[src/rtl/led_press_controller.sv]
// rtl/led_press_controller.sv - single-button front panel controller: debounce, short/long press, OFF/ON/BLINK LED modes
//
// Synchronizes and debounces a raw push-button, classifies each press as
// short or long, and steps a three-mode FSM (OFF, ON, BLINK) that drives
// the panel LED.
//
// Ports:
//   clk         system clock, rising edge
//   reset       asynchronous active-high reset
//   button      raw bouncy button level, 1 = pressed
//   led         registered LED drive, 1 = lit
//   mode        registered mode: 0 = OFF, 1 = ON, 2 = BLINK
//   long_press  registered one-cycle pulse when a long press is recognized

module led_press_controller #(
  parameter int DEBOUNCE_CYCLES   = 4,
  parameter int LONG_PRESS_CYCLES = 50,
  parameter int BLINK_HALF_PERIOD = 8
) (
  input  logic       clk,
  input  logic       reset,
  input  logic       button,
  output logic       led,
  output logic [1:0] mode,
  output logic       long_press
);

  // The debounce counter only ever holds 0..DEBOUNCE_CYCLES-1: the cycle that
  // would reach DEBOUNCE_CYCLES accepts the new level and clears instead.
  localparam int DB_W   = (DEBOUNCE_CYCLES > 1) ? $clog2(DEBOUNCE_CYCLES) : 1;
  localparam int HOLD_W = $clog2(LONG_PRESS_CYCLES + 1);
  localparam int PH_W   = (BLINK_HALF_PERIOD > 1) ? $clog2(BLINK_HALF_PERIOD) : 1;

  localparam logic [DB_W-1:0]   DB_LAST  = DB_W'(DEBOUNCE_CYCLES - 1);
  localparam logic [HOLD_W-1:0] HOLD_MAX = HOLD_W'(LONG_PRESS_CYCLES);
  localparam logic [PH_W-1:0]   PH_LAST  = PH_W'(BLINK_HALF_PERIOD - 1);

  typedef enum logic [1:0] {
    MODE_OFF   = 2'd0,
    MODE_ON    = 2'd1,
    MODE_BLINK = 2'd2
  } mode_t;

  logic              s1, s2;
  logic              db, db_q;
  logic [DB_W-1:0]   db_cnt;
  logic [HOLD_W-1:0] hold_cnt, hold_next;
  logic              db_rise, db_fall;
  logic              long_evt, short_evt;
  mode_t             state, state_next;
  logic              phase;
  logic [PH_W-1:0]   ph_cnt;

  // Synchronizer and debouncer.
  always_ff @(posedge clk or posedge reset) begin
    if (reset) begin
      s1     <= 1'b0;
      s2     <= 1'b0;
      db     <= 1'b0;
      db_q   <= 1'b0;
      db_cnt <= '0;
    end else begin
      s1   <= button;
      s2   <= s1;
      db_q <= db;
      if (s2 == db) begin
        db_cnt <= '0;
      end else if (db_cnt == DB_LAST) begin
        db     <= s2;
        db_cnt <= '0;
      end else begin
        db_cnt <= db_cnt + 1'b1;
      end
    end
  end

  // Hold counter: restarts at 1 on the first high cycle after a rise so that
  // it equals the number of cycles db has been high, then saturates.
  always_comb begin
    db_rise   = db & ~db_q;
    db_fall   = ~db & db_q;
    hold_next = hold_cnt;
    if (db_rise) begin
      hold_next = HOLD_W'(1);
    end else if (db && (hold_cnt != HOLD_MAX)) begin
      hold_next = hold_cnt + 1'b1;
    end
    // Long fires only on the transition into saturation, so once per press.
    long_evt  = db & (hold_cnt != HOLD_MAX) & (hold_next == HOLD_MAX);
    // A saturated counter at release means the long event already fired.
    short_evt = db_fall & (hold_cnt != HOLD_MAX);
  end

  always_ff @(posedge clk or posedge reset) begin
    if (reset) begin
      hold_cnt <= '0;
    end else begin
      hold_cnt <= hold_next;
    end
  end

  // Mode transition table.
  always_comb begin
    state_next = state;
    if (long_evt) begin
      state_next = (state == MODE_BLINK) ? MODE_ON : MODE_BLINK;
    end else if (short_evt) begin
      state_next = (state == MODE_OFF) ? MODE_ON : MODE_OFF;
    end
  end

  // Mode FSM with registered LED and long-press outputs. A mode change takes
  // priority over a blink toggle in the same cycle and reloads the phase.
  always_ff @(posedge clk or posedge reset) begin
    if (reset) begin
      state      <= MODE_OFF;
      led        <= 1'b0;
      long_press <= 1'b0;
      phase      <= 1'b0;
      ph_cnt     <= '0;
    end else begin
      long_press <= long_evt;
      if (long_evt || short_evt) begin
        state  <= state_next;
        led    <= (state_next != MODE_OFF);
        phase  <= 1'b1;
        ph_cnt <= '0;
      end else begin
        case (state)
          MODE_BLINK: begin
            if (ph_cnt == PH_LAST) begin
              ph_cnt <= '0;
              phase  <= ~phase;
              led    <= ~phase;
            end else begin
              ph_cnt <= ph_cnt + 1'b1;
            end
          end
          MODE_ON: begin
            led    <= 1'b1;
            ph_cnt <= '0;
          end
          default: begin
            led    <= 1'b0;
            ph_cnt <= '0;
          end
        endcase
      end
    end
  end

  assign mode = state;

endmodule

[config.mk]
export PLATFORM = sky130hd
export DESIGN_NAME = led_press_controller
export DESIGN_NICKNAME = d
export VERILOG_FILES = /design/src/rtl/led_press_controller.sv
export SDC_FILE = /design/constraint.sdc
export NUM_CORES = 1
export LEC_CHECK = 0
export BUFFER_PORTS_ARGS = -buffer_cell sky130_fd_sc_hd__clkbuf_2
export CELL_PAD_IN_SITES_DETAIL_PLACEMENT = 0
export CELL_PAD_IN_SITES_GLOBAL_PLACEMENT = 1
export CORE_ASPECT_RATIO = 0.7
export CORE_UTILIZATION = 25
export CTS_BUF_LIST = sky130_fd_sc_hd__clkbuf_8
export CTS_CLUSTER_DIAMETER = 40
export DETAILED_ROUTE_END_ITERATION = 10
export GPL_TIMING_DRIVEN = 0
export PLACE_DENSITY = 0.59
export SLEW_MARGIN = 10
export SYNTH_ARGS = -nofsm -noshare
export SYNTH_HDL_FRONTEND = slang
export SYNTH_SLANG_ARGS = --single-unit
export TNS_END_PERCENT = 50
[constraint.sdc]
create_clock -name clk -period 2.9 [get_ports clk]
set_clock_uncertainty 0.2 [all_clocks]
set_input_delay 0.29 -clock clk [delete_from_list [all_inputs] [get_ports clk]]
set_output_delay 0.29 -clock clk [all_outputs]
set_load 0.1 [all_outputs]
* Word-level counts from Yosys, hierarchy flattened
Index checks and enable logic that the tools add are counted.
Storage, ports and cells: register bits after elaboration 20, bits in latches 0, memory bits (writable) 0, ROM bits 0, output and inout port bits 4, memories 0
Operators by class: add/subtract/negate cells 3, $mul 0, divide/modulo/power cells 0, order comparisons 0, equal/unequal tests 8, shifts and indexed selects 0, muxes and demuxes 16, bitwise logic cells 9, reduce and logical (&&, ||, !) cells 8
Operators by type and width (number):
- 2-to-1 mux 6 bit | 2
- 2-to-1 mux 2 bit | 5
- 2-to-1 mux 3 bit | 3
- adder 6 x 1 -> 6 bit, second input constant | 1
- == test 6 bit, second input constant | 1
- != test 6 bit, second input constant | 1
- nonzero test 2 bit | 3
- AND 1 bit | 5
- 2-to-1 mux 1 bit | 5
- == test 2 bit, second input constant | 2
- inverter 1 bit | 4
- AND reduction 2 bit | 2
- adder 3 x 1 -> 3 bit, second input constant | 1
- == test 3 bit, second input constant | 1
- != test 3 x 1 -> 1 bit, second input constant | 1
- adder 2 x 1 -> 2 bit, second input constant | 1
- == test 2 x 1 -> 1 bit, second input constant | 1
- logical NOT 2 bit | 1
- case mux 1 bit (2 select lines) | 1
- == test 1 bit | 1
- logical AND 1 bit | 1
- logical OR 1 bit | 1

* Longest topological paths before layout
Gate-level depths: netlist of run 1.
depth after elaboration 9, mapped depth 9, gate-level depth less buffers 7

* Least setup slack after synthesis of run 1
No wires, ideal clock.
path kind reg2reg, from register hold_cnt[0], to register state[0], in the netlist mode[0], arrival 1.878 ns, path slack 0.697 ns, cell stages (with the launch flop) 10, buffers on the path 2, period minus slack after synthesis 2.203 ns, path through dfrtp_1 > buf_4 > inv_1 > ha_1 > nand4b_1 > or2_1 > buf_2 > nand3_2 > mux2_2 > mux2_4
On the way: cells in the longest elaborated chain, start to end 7
Ends and longest elaborated chain:
- start, declared | RTL line 47 | logic [HOLD_W-1:0] hold_cnt, hold_next;
- start signal, assigned | RTL line 98 | hold_cnt <= hold_next;
- parallel branches: the longest is 7 deep, another holds adder 6 x 1 -> 6 bit
- end signal, assigned | RTL line 124 | state <= state_next;
- end, declared | RTL line 50 | mode_t state, state_next;
Several ways; the timed one is not identified. A chain may end at the register's enable or synchronous reset.

* Worst setup path in the final report of run 1
Same ends and word-level chain as after synthesis.

==> results of run 1 <==
## cell type report
type | count | area (µm²) | area share, %
inverter | 11 | 41.3 | 3.26
sequential | 20 | 500 | 39.5
timing repair buffer | 8 | 50.0 | 3.95
multi-input combinational | 66 | 517 | 40.8
tap | 52 | 65.1 | 5.13
buffer | 5 | 38.8 | 3.06
clock buffer | 4 | 55.1 | 4.34
## cell usage in the layout, fill, tap and decap left out, types with 2 or more instances in the layout
cell / n
sky130_fd_sc_hd__dfrtp_1: 20
sky130_fd_sc_hd__inv_1: 11
sky130_fd_sc_hd__ha_1: 8
sky130_fd_sc_hd__nand2_1: 6
sky130_fd_sc_hd__clkbuf_2: 6
sky130_fd_sc_hd__o21ai_0: 5
sky130_fd_sc_hd__mux2i_1: 4
sky130_fd_sc_hd__a22o_1: 4
sky130_fd_sc_hd__nor2_1: 4
sky130_fd_sc_hd__clkbuf_8: 4
sky130_fd_sc_hd__buf_4: 3
sky130_fd_sc_hd__and3_1: 2
sky130_fd_sc_hd__nand4_1: 2
sky130_fd_sc_hd__a21oi_1: 2
sky130_fd_sc_hd__a211oi_1: 2
sky130_fd_sc_hd__xnor2_1: 2
sky130_fd_sc_hd__and4_2: 2
sky130_fd_sc_hd__dlygate4sd3_1: 2
## registers in the layout, summed over array words and instances, names as in the netlist, 2 cells and up
signal	count
hold_cnt	6
db_cnt	2
ph_cnt	3
mode	2
## power by group
group          leakage, nW  internal [mW]  switching [mW]
Combinational        0.325          0.162           0.290
Sequential           0.256          0.335          0.0488
Clock               0.0288          0.121          0.0917
## metrics by stage
stage          area (µm²)  instances
6_report             1270        166
2_1_floorplan        1100        102
3_3_place_gp         1190        160
5_1_grt              1270        166
3_5_place_dp         1190        160
4_1_cts              1270        166
## logic make-up after synthesis
kind of cell,synth area share (%)
AOI/OAI and AO/OA,14.7
buffers and inverters,7.30
adders and majority gates,9.12
muxes,6.04
DFF,45.6
xor gates and xnor gates,1.60
and+or+nand+nor,15.6
## repair_timing
action | 4_1_cts | 5_1_grt
endpoints found under the hold margin | 21 | 0
endpoints found under the setup margin | 0 | 0
hold buffers | 2 | 0
## worst min path at each step
stage                     slack, ns   from  depth (start not counted)  end
after floorplan                0.05  reset                          1   db
after global placement         0.14     s1                          0   s2
after detailed placement       0.14     s1                          0   s2
after CTS                      0.17     s1                          0   s2
after global routing           0.18     s1                          0   s2
final                          0.16     s1                          0   s2
## metal layers
metal  track usage, %  vias to the layer above
met4             2.30                        0
met2             15.2                        8
met3             3.36                        2
met5                0                        -
li1                 -                      390
met1             14.8                      363
## critical path, cell delays in order, from the launching register on
cell and delay [ns]:
sky130_fd_sc_hd__dfrtp_1 0.39, sky130_fd_sc_hd__buf_4 0.17, sky130_fd_sc_hd__inv_1 0.08, sky130_fd_sc_hd__ha_1 0.18, sky130_fd_sc_hd__nand4b_1 0.14, sky130_fd_sc_hd__or2_1 0.23, sky130_fd_sc_hd__buf_2 0.16, sky130_fd_sc_hd__nand3_2 0.16
sky130_fd_sc_hd__mux2_2 0.35, sky130_fd_sc_hd__mux2_4 0.25
==> summary by stage, run 1 <==
Logic synthesis
The synthesis-stage register bit count is 20. The number of enable flip-flop cells after synthesis is 0. For this run, asynchronously set or reset flops after synthesis account for between 90% and 100%. The share of synthesized area in the top cell type comes to between 40% and 50%.

In this run the cell area of the synthesized design comes to roughly 1100 µm². Among all cell types in the netlist, the one instantiated most often is sky130_fd_sc_hd__dfrtp_1. Yosys attributes the largest share of cell area to sky130_fd_sc_hd__dfrtp_1 (46%), sky130_fd_sc_hd__ha_1 (9.1%), sky130_fd_sc_hd__inv_1 (3.8%), sky130_fd_sc_hd__mux2i_1 (3.6%), sky130_fd_sc_hd__a22o_1 (3.2%). Counting every instance in the synthesized netlist gives 102. The number of different library cells used by synthesis comes to 40.

Of the synthesized area, sequential elements account for a little under half. Synthesis produced a netlist with a net count of roughly 110. After synthesis, the most frequently instantiated cells are sky130_fd_sc_hd__dfrtp_1 (20), sky130_fd_sc_hd__inv_1 (11), sky130_fd_sc_hd__ha_1 (8). During synthesis, Yosys emitted a total of 0 warnings.

The synthesized design spends more area on one cell type than any other, namely sky130_fd_sc_hd__dfrtp_1. The most frequently used flop master after synthesis is sky130_fd_sc_hd__dfrtp_1. The synthesized area per cell is about 11 µm².

Power and ir drop
The total power is approximately 1.0 mW. In this run the power density over the cells is between 800 and 900 nW/µm². The largest vdd supply drop is 0.000345 V.

For this design the static power due to leakage is 0.609 nW.

Route
The aggregate routed wire length is roughly 2000 µm. The detailed route wirelength on metal2 is slightly above 800 µm. After detailed routing, the average wire length per cell comes to between 10 and 15 µm.

After detailed routing, the number of remaining DRC violations is 0. The average vias per placed instance is roughly 4.6. The length of routed wiring on met1 is between 1000 and 1500 µm. The number of detailed-route iterations in the first pass is 4. The uppermost metal layer occupied by signal nets is met4. In this run, the number of DRC markers left after iteration 0 of detailed routing was 39. The total via count after detailed routing is ~760. In the detailed route, the total length drawn on met3 is 69 µm. The post-detailed-route count of antenna-violating nets is 0.

Timing
Setup repair after global routing left no endpoint under its margin. Setup violations remaining at the end of the flow were counted as 0. Derived from the worst setup path, the maximum achievable clock frequency is between 0.4 and 0.5 GHz. Measured against its own limit, the worst slew margin works out to 47.8%. The setup TNS is 0 ns. The final critical-path setup slack is around 0.48 ns.

The final-report hold violation count is 0. After layout, the minimum clock period comes to 2.42 ns. The worst hold margin is 0.165 ns. The count of pins over their slew limit is 0.

The slew at the pin closest to its max-slew limit is between 0.7 and 0.8 ns. In the finished design, the share of the clock period the worst path needs comes to 83.6%.

Critical path
The endpoint of the worst setup timing path is mode[0]. The endpoint of the lowest-slack register-to-register path is mode[0]. Data on the critical path is required at its endpoint by around 2.8 ns. The critical path in this run is classified as flop to flop. The reg-to-reg setup timing slack is between 0.4 and 0.5 ns. The beginning of the critical path is hold_cnt[0]. The worst setup path is captured at a flop. The worst reg-to-reg path cell count is 9. The worst endpoint data arrival time is between 2 and 2.5 ns. Along the worst path, the maximum fanout reaches 7.

STA classifies the critical path startpoint as a flop. The worst register-to-register path begins at hold_cnt[0].

Cells and area
The filler cell count in the final layout is approximately 420. The number of antenna diodes in the final layout is 0. The final net count is roughly 130. The fraction of layout instances using a drive strength above 1 is between 15 and 20%. The final cell utilization of the core is between 30% and 40%. From synthesis to final layout, the design area changed by 15.5%.

Clocking
The longest clock path from root to sink contains 2 buffers. For this design, the sink count on the clock tree is 20. The clock root buffer is sky130_fd_sc_hd__clkbuf_8. Buffers inserted during clock tree synthesis total 3.

In this run the post-CTS setup repair buffer count came out at 0. At the later pin of the worst-skew pair, clock insertion delay measures around 0.26 ns. After clock tree synthesis, the clock-pin slew on the worst setup and hold paths is approximately 0.07 ns. TritonCTS built the clock tree. CTS built an H-tree with a depth of 1.

Gates resized during post-CTS repair numbered 0.

Floorplan
Measured along the x axis, the die boundary spans ~80 µm. The I/O pin count is 7. The placeable core region is a little over 4000 µm². Once the floorplan was initialized, standard cells occupied 27.0% of the core.

The floorplan step defined a die boundary enclosing around 4700 µm². Measured along the y axis, the die boundary spans between 50 and 60 µm. The number of rows in the core area is 19.

Placed design
The congestion estimate from routability-driven global placement came to around 0.76. Detailed placement finished with a half-perimeter wire length of 1490 µm. At the placement stage, the worst setup path has a slack of 0.505 ns. Port buffering added 6 buffers.

Global routing
The first-pass GRT wire length is about 3600 µm. Entering global routing, the biggest net connects 21 pins. The number of antenna violations at the first check in global routing is 0. The via count of the first global-routing pass is around 750. In the global route stage, overall resource usage came out at about 10%.

The remaining global-route overflow is 0.

Hold path
The class of the worst hold path is flop to flop.

Status
The run finished with clean final reports.

Flow run
Across the run, the number of max-cap violations was 0.
No activity file was read; power rests on OpenSTA's default activity.
==> run 2: changes to the inputs <==
--- a/config.mk
+++ b/config.mk
@@ -14,7 +14,7 @@
 export CTS_CLUSTER_DIAMETER = 40
 export DETAILED_ROUTE_END_ITERATION = 10
 export GPL_TIMING_DRIVEN = 0
-export PLACE_DENSITY = 0.59
+export PLACE_DENSITY = 0.6
 export SLEW_MARGIN = 10
 export SYNTH_ARGS = -nofsm -noshare
 export SYNTH_HDL_FRONTEND = slang
==> constraint.sdc (replaced) <==
create_clock -name clk -period 2.2 [get_ports clk]
set_clock_uncertainty 0.2 [all_clocks]
set_input_delay 0.22 -clock clk [delete_from_list [all_inputs] [get_ports clk]]
set_output_delay 0.22 -clock clk [all_outputs]
set_load 0.1 [all_outputs]
==> run 2 against run 1 <==
Against the previous run: fmax rose by 15%; largest cell class unchanged; non-clock buffer count up 7; first-iteration DRC count up 41%; final cell count grew 4.2%; total power is 52% higher; critical path type unchanged; hold slack worse by 0.011 ns; sequential cell count is the same; register-to-register slack got worse by 0.39 ns.
==> summary by stage, run 2 (same netlist as run 1, synthesis figures left out) <==
Route
The number of design-rule violations left by the first detailed-router iteration is 55 (+41%). The post-detailed-route count of antenna-violating nets is 0 (unchanged). The aggregate routed wire length is 2090 µm (+3.4%). The average vias per placed instance is 4.66 (+1.5%). The average wire length per cell after detail routing is 12.1 µm (-0.77%). The total via count after detailed routing is 807 (+5.8%). The number of detailed-route iterations in the first pass was 4 (unchanged).

The residual DRC count was 0 (unchanged).

Power and ir drop
The share of total power in sequential cells is 32.2% (-4.4 points). The internal power is 0.987 mW (+60%). The net switching power is 0.604 mW (+40%). The total power is 1.59 mW (+52%).

The power density of the placed cells is 1140 nW/µm² (+38%). The fraction of power spent switching nets is 37.9% (-3.1 points). The standby leakage power is 0.655 nW (+7.5%). The largest vdd supply drop is 0.000500 V (+45%). The combinational group share of total power is 45.2% (+2.1 points). The part of the power in the clock network was 22.7% (+2.4 points).

Cells and area
hold_cnt holds more flip-flops than any other register. The final cell count without fillers came to 173 (+4.2%). The final net count is 133 (+5.6%). The combined area of the multi-input logic cells is 561 µm² (+8.5%). The top cell types in the final layout, fill and taps aside, are sky130_fd_sc_hd__dfrtp_1 (19), sky130_fd_sc_hd__buf_4 (10), sky130_fd_sc_hd__inv_1 (10). The filler cell count in the final layout is 413 (-0.48%).

The number of flip-flops in the largest register is 6 (unchanged). The area growth from synthesis to layout is 26.7%. The fraction of layout instances using a drive strength above 1 is 29.8% (+10 points).

The library cell used most frequently in the layout, excluding fill and tap cells, is sky130_fd_sc_hd__dfrtp_1. The count of antenna diodes in the layout is 0 (unchanged). The largest registers in the layout are hold_cnt x6, ph_cnt x3.

The final cell utilization of the core is 34.2% (+3.0 points). The post-route cell area was 1390 µm² (+9.7%). The storage element area is 502 µm² (+0.25%).

Timing
The slew at the pin closest to its max-slew limit was 0.772 ns (-0.0108 ns). The count of pins over their slew limit is 0 (unchanged). Setup repair after global routing left no endpoint under its margin. The final-report hold violation count is 0 (unchanged).

The peak clock frequency supported by timing is 0.474 GHz (+15%). The headroom to the max-slew limit is 48.5% (+0.72 points). The final critical delay including setup and external delays came to 2.11 ns (-0.314 ns). The share of the cycle needed by the critical path after routing is 96.0% (+12 points). The final-report setup violation count is 0 (unchanged).

Floorplan
The chip height is 57.4 µm (unchanged). The die area is 4660 µm² (unchanged). The placeable core region is 4070 µm² (unchanged). The starting utilization of the core area is 27.0% (unchanged). The I/O pin count came to 7 (unchanged). The number of rows in the core area was 19 (unchanged). The width of the chip came to 81.2 µm (unchanged).

Hold path
The class of the worst hold path is flop to flop. The hold-critical path depth came to 0 (unchanged).

Global routing
The via count of the first global-routing pass is 768 (+2.0%). The remaining global-route overflow is 0 (unchanged). The first-pass GRT wire length is 3770 µm (+4.0%).

The global-route usage over all layers is 10.9% (+0.51 points). The number of antenna violations at the first check in global routing is 0 (unchanged). The maximum number of pins on one net before global-route repair is 21 (unchanged).

Placed design
The total placed cells including tap cells came to 160 (unchanged). The number of port buffers came to 6 (unchanged). The final RePlAce weighted congestion is 0.731 (-3.6%). The detailed placement HPWL is 1490 µm (+0.47%). The cell area after placement came to 1200 µm² (+0.63%).

Critical path
The worst reg-to-reg path cell count is 8 (-1). STA classifies the critical path startpoint as a flop. Counting stages on the worst path, the most repeated cell is sky130_fd_sc_hd__mux2_4.

The slowest stage of the critical path belongs to the cell sky130_fd_sc_hd__dfrtp_1. The maximum fanout count along the critical path is 4 (-3). The required time of the critical path was 2.14 ns (-0.70 ns). The worst endpoint data arrival time is 2.05 ns (-0.32 ns). The signal on the critical path passes through buf_6, inv_4, ha_4, nand4b_1, or2_4, nand3_4, mux2_4, mux2_4. The sort of element at the end of the critical path is a flop. The peak per-stage delay on the critical path is 0.39 ns (about the same). The setup path with the least slack is of type flop to flop.

Clocking
The CTS H-tree depth is 1 (unchanged). The clock tree from TritonCTS is yes. The insertion delay to the later sink of the worst-skew pair is 0.25 ns (about the same). The maximum clock insertion buffer count is 2 (unchanged). The number of buffers inserted during clock tree synthesis came to 3 (unchanged). The root buffer cell chosen for the clock tree is sky130_fd_sc_hd__clkbuf_8. The clock-pin slew on the worst setup and hold paths is 0.07 ns (about the same). The sink count of the clock tree is 20 (unchanged).

Status
The flow ran to the end, and the final reports show no timing, DRC or antenna violations.

Flow run
The number of violations of the max-capacitance limit is 0 (unchanged).
-- run 2: changes by cell type in the layout (fill, tap and decap cells not counted), sizes merged --
cell	change
clkbuf	-1
bufinv	+1
buf	+7
-- run 2: final timing paths --
path	slack, ns	to	from
max	0.09	mode[0]	hold_cnt[0]
min in group asynchronous	0.43	s2	reset
min reg2reg	0.15	s2	s1
max in group asynchronous	0.84	hold_cnt[1]	reset
max reg2reg	0.09	mode[0]	hold_cnt[0]
min	0.15	s2	s1
-- run 2: layout make-up --
type	instances	share of cell area [%]
Buffer	4	2.70
Clock buffer	3	2.97
Clock inverter	1	2.16
Inverter	11	3.15
Multi-Input combinational cell	66	40.3
Sequential cell	20	36.1
Tap cell	52	4.68
Timing Repair Buffer	16	7.92
-- run 2: repair_timing --
item | CTS | global route
endpoints found under the hold margin | 21 | 0
hold buffers | 2 | 0
setup buffers | 7 | 1
pin swaps | 2 | 2
resized for setup | 6 | 5
endpoints found under the setup margin | 3 | 4
-- run 2: worst max-delay path, delay by kind of cell, from the launching register on --
family | cells | cell delay (ns)
multiplexers | 2 | 0.55
flip-flops | 1 | 0.39
buffers and inverters | 2 | 0.18
AND/OR/NAND/NOR | 3 | 0.55
adder cells (fa/ha/maj) | 1 | 0.13
-- run 2: stage by stage --
step	TNS (ns)	worst slack [ns]	hold WS, ns
after floorplan	0	0.00631	-0.0162
after global placement	-0.157	-0.155	0.130
after detailed placement	-0.145	-0.145	0.130
after CTS	0	0.00584	0.158
after global routing	0	0.00177	0.173
final	0	0.0887	0.154
-- run 2: metal layers --
layer | GRT usage, % | vias up | wire, µm
li1 | - | 403 | -
met1 | 16.1 | 391 | 1130
met2 | 15.2 | 11 | 863
met3 | 3.84 | 2 | 87
met4 | 2.30 | 0 | 9
met5 | 0 | - | 0
-- run 2: power by group through the flow --
stage,Combinational [mW],Sequential [mW],Clock (mW)
2_1_floorplan,0.370,0.626,0
3_5_place_dp,0.593,0.514,0
5_1_grt,0.779,0.523,0.392
6_report,0.718,0.512,0.361
4_1_cts,0.676,0.508,0.375
3_3_place_gp,0.587,0.509,0
==> run 3: changes to the inputs <==
--- a/config.mk
+++ b/config.mk
@@ -9,12 +9,12 @@
 export CELL_PAD_IN_SITES_DETAIL_PLACEMENT = 0
 export CELL_PAD_IN_SITES_GLOBAL_PLACEMENT = 1
 export CORE_ASPECT_RATIO = 0.7
-export CORE_UTILIZATION = 25
+export CORE_UTILIZATION = 44
 export CTS_BUF_LIST = sky130_fd_sc_hd__clkbuf_8
 export CTS_CLUSTER_DIAMETER = 40
 export DETAILED_ROUTE_END_ITERATION = 10
 export GPL_TIMING_DRIVEN = 0
-export PLACE_DENSITY = 0.6
+export PLACE_DENSITY = 0.88
 export SLEW_MARGIN = 10
 export SYNTH_ARGS = -nofsm -noshare
 export SYNTH_HDL_FRONTEND = slang
==> run 3 against run 2 <==
Against the previous run: utilization up 26 points; first-iteration DRC count decreased by 51%; total power shrank 2.0%; hold slack better by 0.0078 ns; non-clock buffer count down 1; combinational power is 5.6% higher; wire length grew 3.4%; critical path depth did not move; critical path type unchanged; critical endpoint unchanged; highest routed layer unchanged.
==> summary by stage, run 3 (same netlist as run 1, synthesis figures left out) <==
Critical path
The worst register-to-register path begins at hold_cnt[0]. The dominant cell type by count on the critical path is sky130_fd_sc_hd__mux2_4. STA classifies the critical path endpoint as a flop. The reg-to-reg setup timing slack was 0.01 ns (-0.07 ns). The required time of the critical path came to 2.15 ns (about the same). Traced cell by cell, the critical path runs through buf_6, inv_4, ha_4, nand4b_1, or2_4, nand3_4, mux2_4, mux2_4. The worst endpoint data arrival time is 2.13 ns (+0.08 ns).

The critical path is of the flop to flop type. In this run the worst setup path terminates at mode[0]. Among all stages on the critical path, the largest delay is contributed by sky130_fd_sc_hd__dfrtp_1. The type of origin of the critical path is a flop.

The worst register-to-register path ends at mode[0]. In this run the worst setup path begins at hold_cnt[0]. The peak per-stage delay on the critical path is 0.39 ns (about the same). The worst reg-to-reg path cell count is 8 (unchanged).

The maximum fanout count along the critical path came to 3 (-1).

Timing
The final critical-path setup slack is 0.0149 ns (-0.0737 ns). The share of the cycle needed by the critical path after routing is 99.3% (+3.4 points). The slew at the pin closest to its max-slew limit was 0.749 ns (-0.0225 ns).

Setup repair after global routing could not meet its margin everywhere. The final-report hold violation count is 0 (unchanged). The peak clock frequency supported by timing is 0.458 GHz (-3.4%).

The count of pins over their slew limit is 0 (unchanged). The final-report setup violation count is 0 (unchanged). The final critical delay including setup and external delays is 2.19 ns (+0.0737 ns).

The headroom to the max-slew limit is 50.0% (+1.5 points).

Status
The flow ran to the end, and the final reports show no timing, DRC or antenna violations.

Global routing
The global-route usage over all layers was 18.7% (+7.8 points). The number of antenna violations at the first check in global routing is 0 (unchanged). The maximum number of pins on one net before global-route repair is 21 (unchanged).

The via count of the first global-routing pass is 720 (-6.3%). The remaining global-route overflow was 0 (unchanged). The first-pass GRT wire length is 3540 µm (-6.1%).

Cells and area
The area added between synthesis and finish is 23.6%. The count of antenna diodes in the layout is 0 (unchanged). The largest registers in the layout are hold_cnt x6, ph_cnt x3. The register with the most flip-flops is hold_cnt. The combined area of the multi-input logic cells came to 576 µm² (+2.7%). The library cells used most frequently in the layout, excluding fill and tap cells, are sky130_fd_sc_hd__dfrtp_1 (19), sky130_fd_sc_hd__inv_1 (10), sky130_fd_sc_hd__buf_4 (9). The library cell used most frequently in the layout, excluding fill and tap cells, is sky130_fd_sc_hd__dfrtp_1. The filler cell count in the final layout was 203 (-51%). The final net count is 132 (-0.75%). The number of flip-flops in the largest register was 6 (unchanged). The final cell count without fillers came to 152 (-12%). The storage element area came to 502 µm² (unchanged). The fraction of layout instances using a drive strength above 1 is 29.2% (-0.59 points).

Placed design
The detailed placement HPWL is 1400 µm (-5.9%). The placement-stage worst setup slack came to -0.138 ns (+0.00756 ns). The final RePlAce weighted congestion was 0.796 (+8.9%). The total placed cells including tap cells is 140 (-13%). The number of port buffers came to 6 (unchanged).

Route
The average wire length per cell after detail routing was 14.2 µm (+18%). The total via count after detailed routing is 828 (+2.6%). The residual DRC count is 0 (unchanged).

The post-detailed-route count of antenna-violating nets is 0 (unchanged). The aggregate routed wire length is 2160 µm (+3.4%). The average vias per placed instance is 5.45 (+17%). The number of design-rule violations left by the first detailed-router iteration was 27 (-51%). The number of detailed-route iterations in the first pass is 4 (unchanged).

Power and ir drop
The share of total power in sequential cells is 33.0% (+0.8 points). The fraction of power spent switching nets is 40.8% (+2.8 points). The power density of the placed cells is 1150 nW/µm² (+0.48%). The combinational group share of total power is 48.6% (+3.4 points). The largest vdd supply drop is 0.000620 V (+24%). The part of the power in the clock network is 18.3% (-4.4 points).

The internal power is 0.923 mW (-6.5%). The standby leakage power is 0.644 nW (-1.7%). The net switching power is 0.636 mW (+5.4%).

Clocking
The clock-pin slew on the worst setup and hold paths is 0.07 ns (about the same). The sink count of the clock tree is 20 (unchanged). TritonCTS built the clock tree.

The maximum clock insertion buffer count is 2 (unchanged). The number of buffers inserted during clock tree synthesis came to 3 (unchanged). The insertion delay to the later sink of the worst-skew pair is 0.26 ns (about the same). The clock root buffer is sky130_fd_sc_hd__clkbuf_8. The CTS H-tree depth came to 1 (unchanged).

Floorplan
The width of the chip came to 61.7 µm (-24%). The chip height is 43.8 µm (-24%). The placeable core region is 2240 µm² (-45%). The I/O pin count is 7 (unchanged). The number of rows in the core area was 14 (-5). The die area is 2700 µm² (-42%). The starting utilization of the core area was 48.9% (+22 points).

Hold path
The class of the worst hold path is flop to flop.

Flow run
The number of violations of the max-capacitance limit is 0 (unchanged).
==> run 3: cell types whose count changed in the layout (fill, tap and decap cells not counted) <==
cell | previous run | this run
sky130_fd_sc_hd__bufinv_16 | 1 | 0
sky130_fd_sc_hd__a211oi_1 | 1 | 2
sky130_fd_sc_hd__ha_1 | 7 | 6
sky130_fd_sc_hd__clkbuf_8 | 3 | 4
sky130_fd_sc_hd__a31oi_4 | 0 | 1
sky130_fd_sc_hd__buf_4 | 10 | 9
sky130_fd_sc_hd__nor4_2 | 1 | 0
sky130_fd_sc_hd__ha_2 | 0 | 1
sky130_fd_sc_hd__a211oi_2 | 1 | 0
sky130_fd_sc_hd__a31oi_2 | 1 | 0
sky130_fd_sc_hd__nor4_4 | 0 | 1
==> run 3: power groups by stage <==
stage / combinational, mW / sequential, mW / clock, mW
after global placement: 0.581 / 0.510 / 0
final: 0.758 / 0.515 / 0.286
after floorplan: 0.370 / 0.626 / 0
after detailed placement: 0.595 / 0.515 / 0
after global routing: 0.828 / 0.526 / 0.306
after CTS: 0.682 / 0.508 / 0.286
==> run 3: per-layer routing <==
layer / routed length (µm) / global-route usage [%] / vias to the layer above
met5: 0 / 0 / -
met4: 42 / 5.33 / 0
met3: 91 / 6.27 / 4
met2: 963 / 23.9 / 17
met1: 1060 / 29.3 / 407
li1: - / - / 400
==> run 3: layout make-up <==
cell class | count | share of cell area (%)
well taps | 32 | 2.95
plain buffers | 4 | 2.77
flip-flops and latches | 20 | 37.0
repair buffers | 15 | 7.56
inverters | 11 | 3.23
clock buffers | 4 | 4.06
multi-input cells | 66 | 42.4
==> run 3: worst min-delay path by stage <==
stage	from	to	slack, ns	cells past startpoint
2_1_floorplan	reset	db	-0.02	1
3_3_place_gp	button	s1	0.13	1
3_5_place_dp	button	s1	0.13	1
4_1_cts	s1	s2	0.16	0
5_1_grt	s1	s2	0.17	0
6_report	s1	s2	0.16	0
==> run 3: worst max-delay path, delay by kind of cell (launching register included) <==
family,cells,cell delay (ns)
multiplexers,2,0.57
AND/OR/NAND/NOR,3,0.61
buffers and inverters,2,0.18
flip-flops,1,0.39
adder cells (fa/ha/maj),1,0.12
==> run 3: timing repair <==
| action | CTS | global route |
|---|---|---|
| buffers inserted | 5 | 2 |
| hold buffers | 2 | 0 |
| endpoints found under the setup margin | 4 | 5 |
| resized for setup | 7 | 6 |
| pin swaps | 2 | 4 |
| hold endpoints to repair | 21 | 0 |
==> run 3: through the flow <==
step	hold slack, ns	total power [mW]	util, %	TNS, ns	cell area [µm²]
finish	0.161	1.56	60.5	0	1360
CTS	0.163	1.48	58.5	0	1310
detailed placement	0.130	1.11	52.4	-0.138	1170
floorplan	-0.0162	0.996	-	0	1100
global placement	0.132	1.09	52.4	-0.147	1170
global route	0.166	1.66	60.5	-0.0427	1360
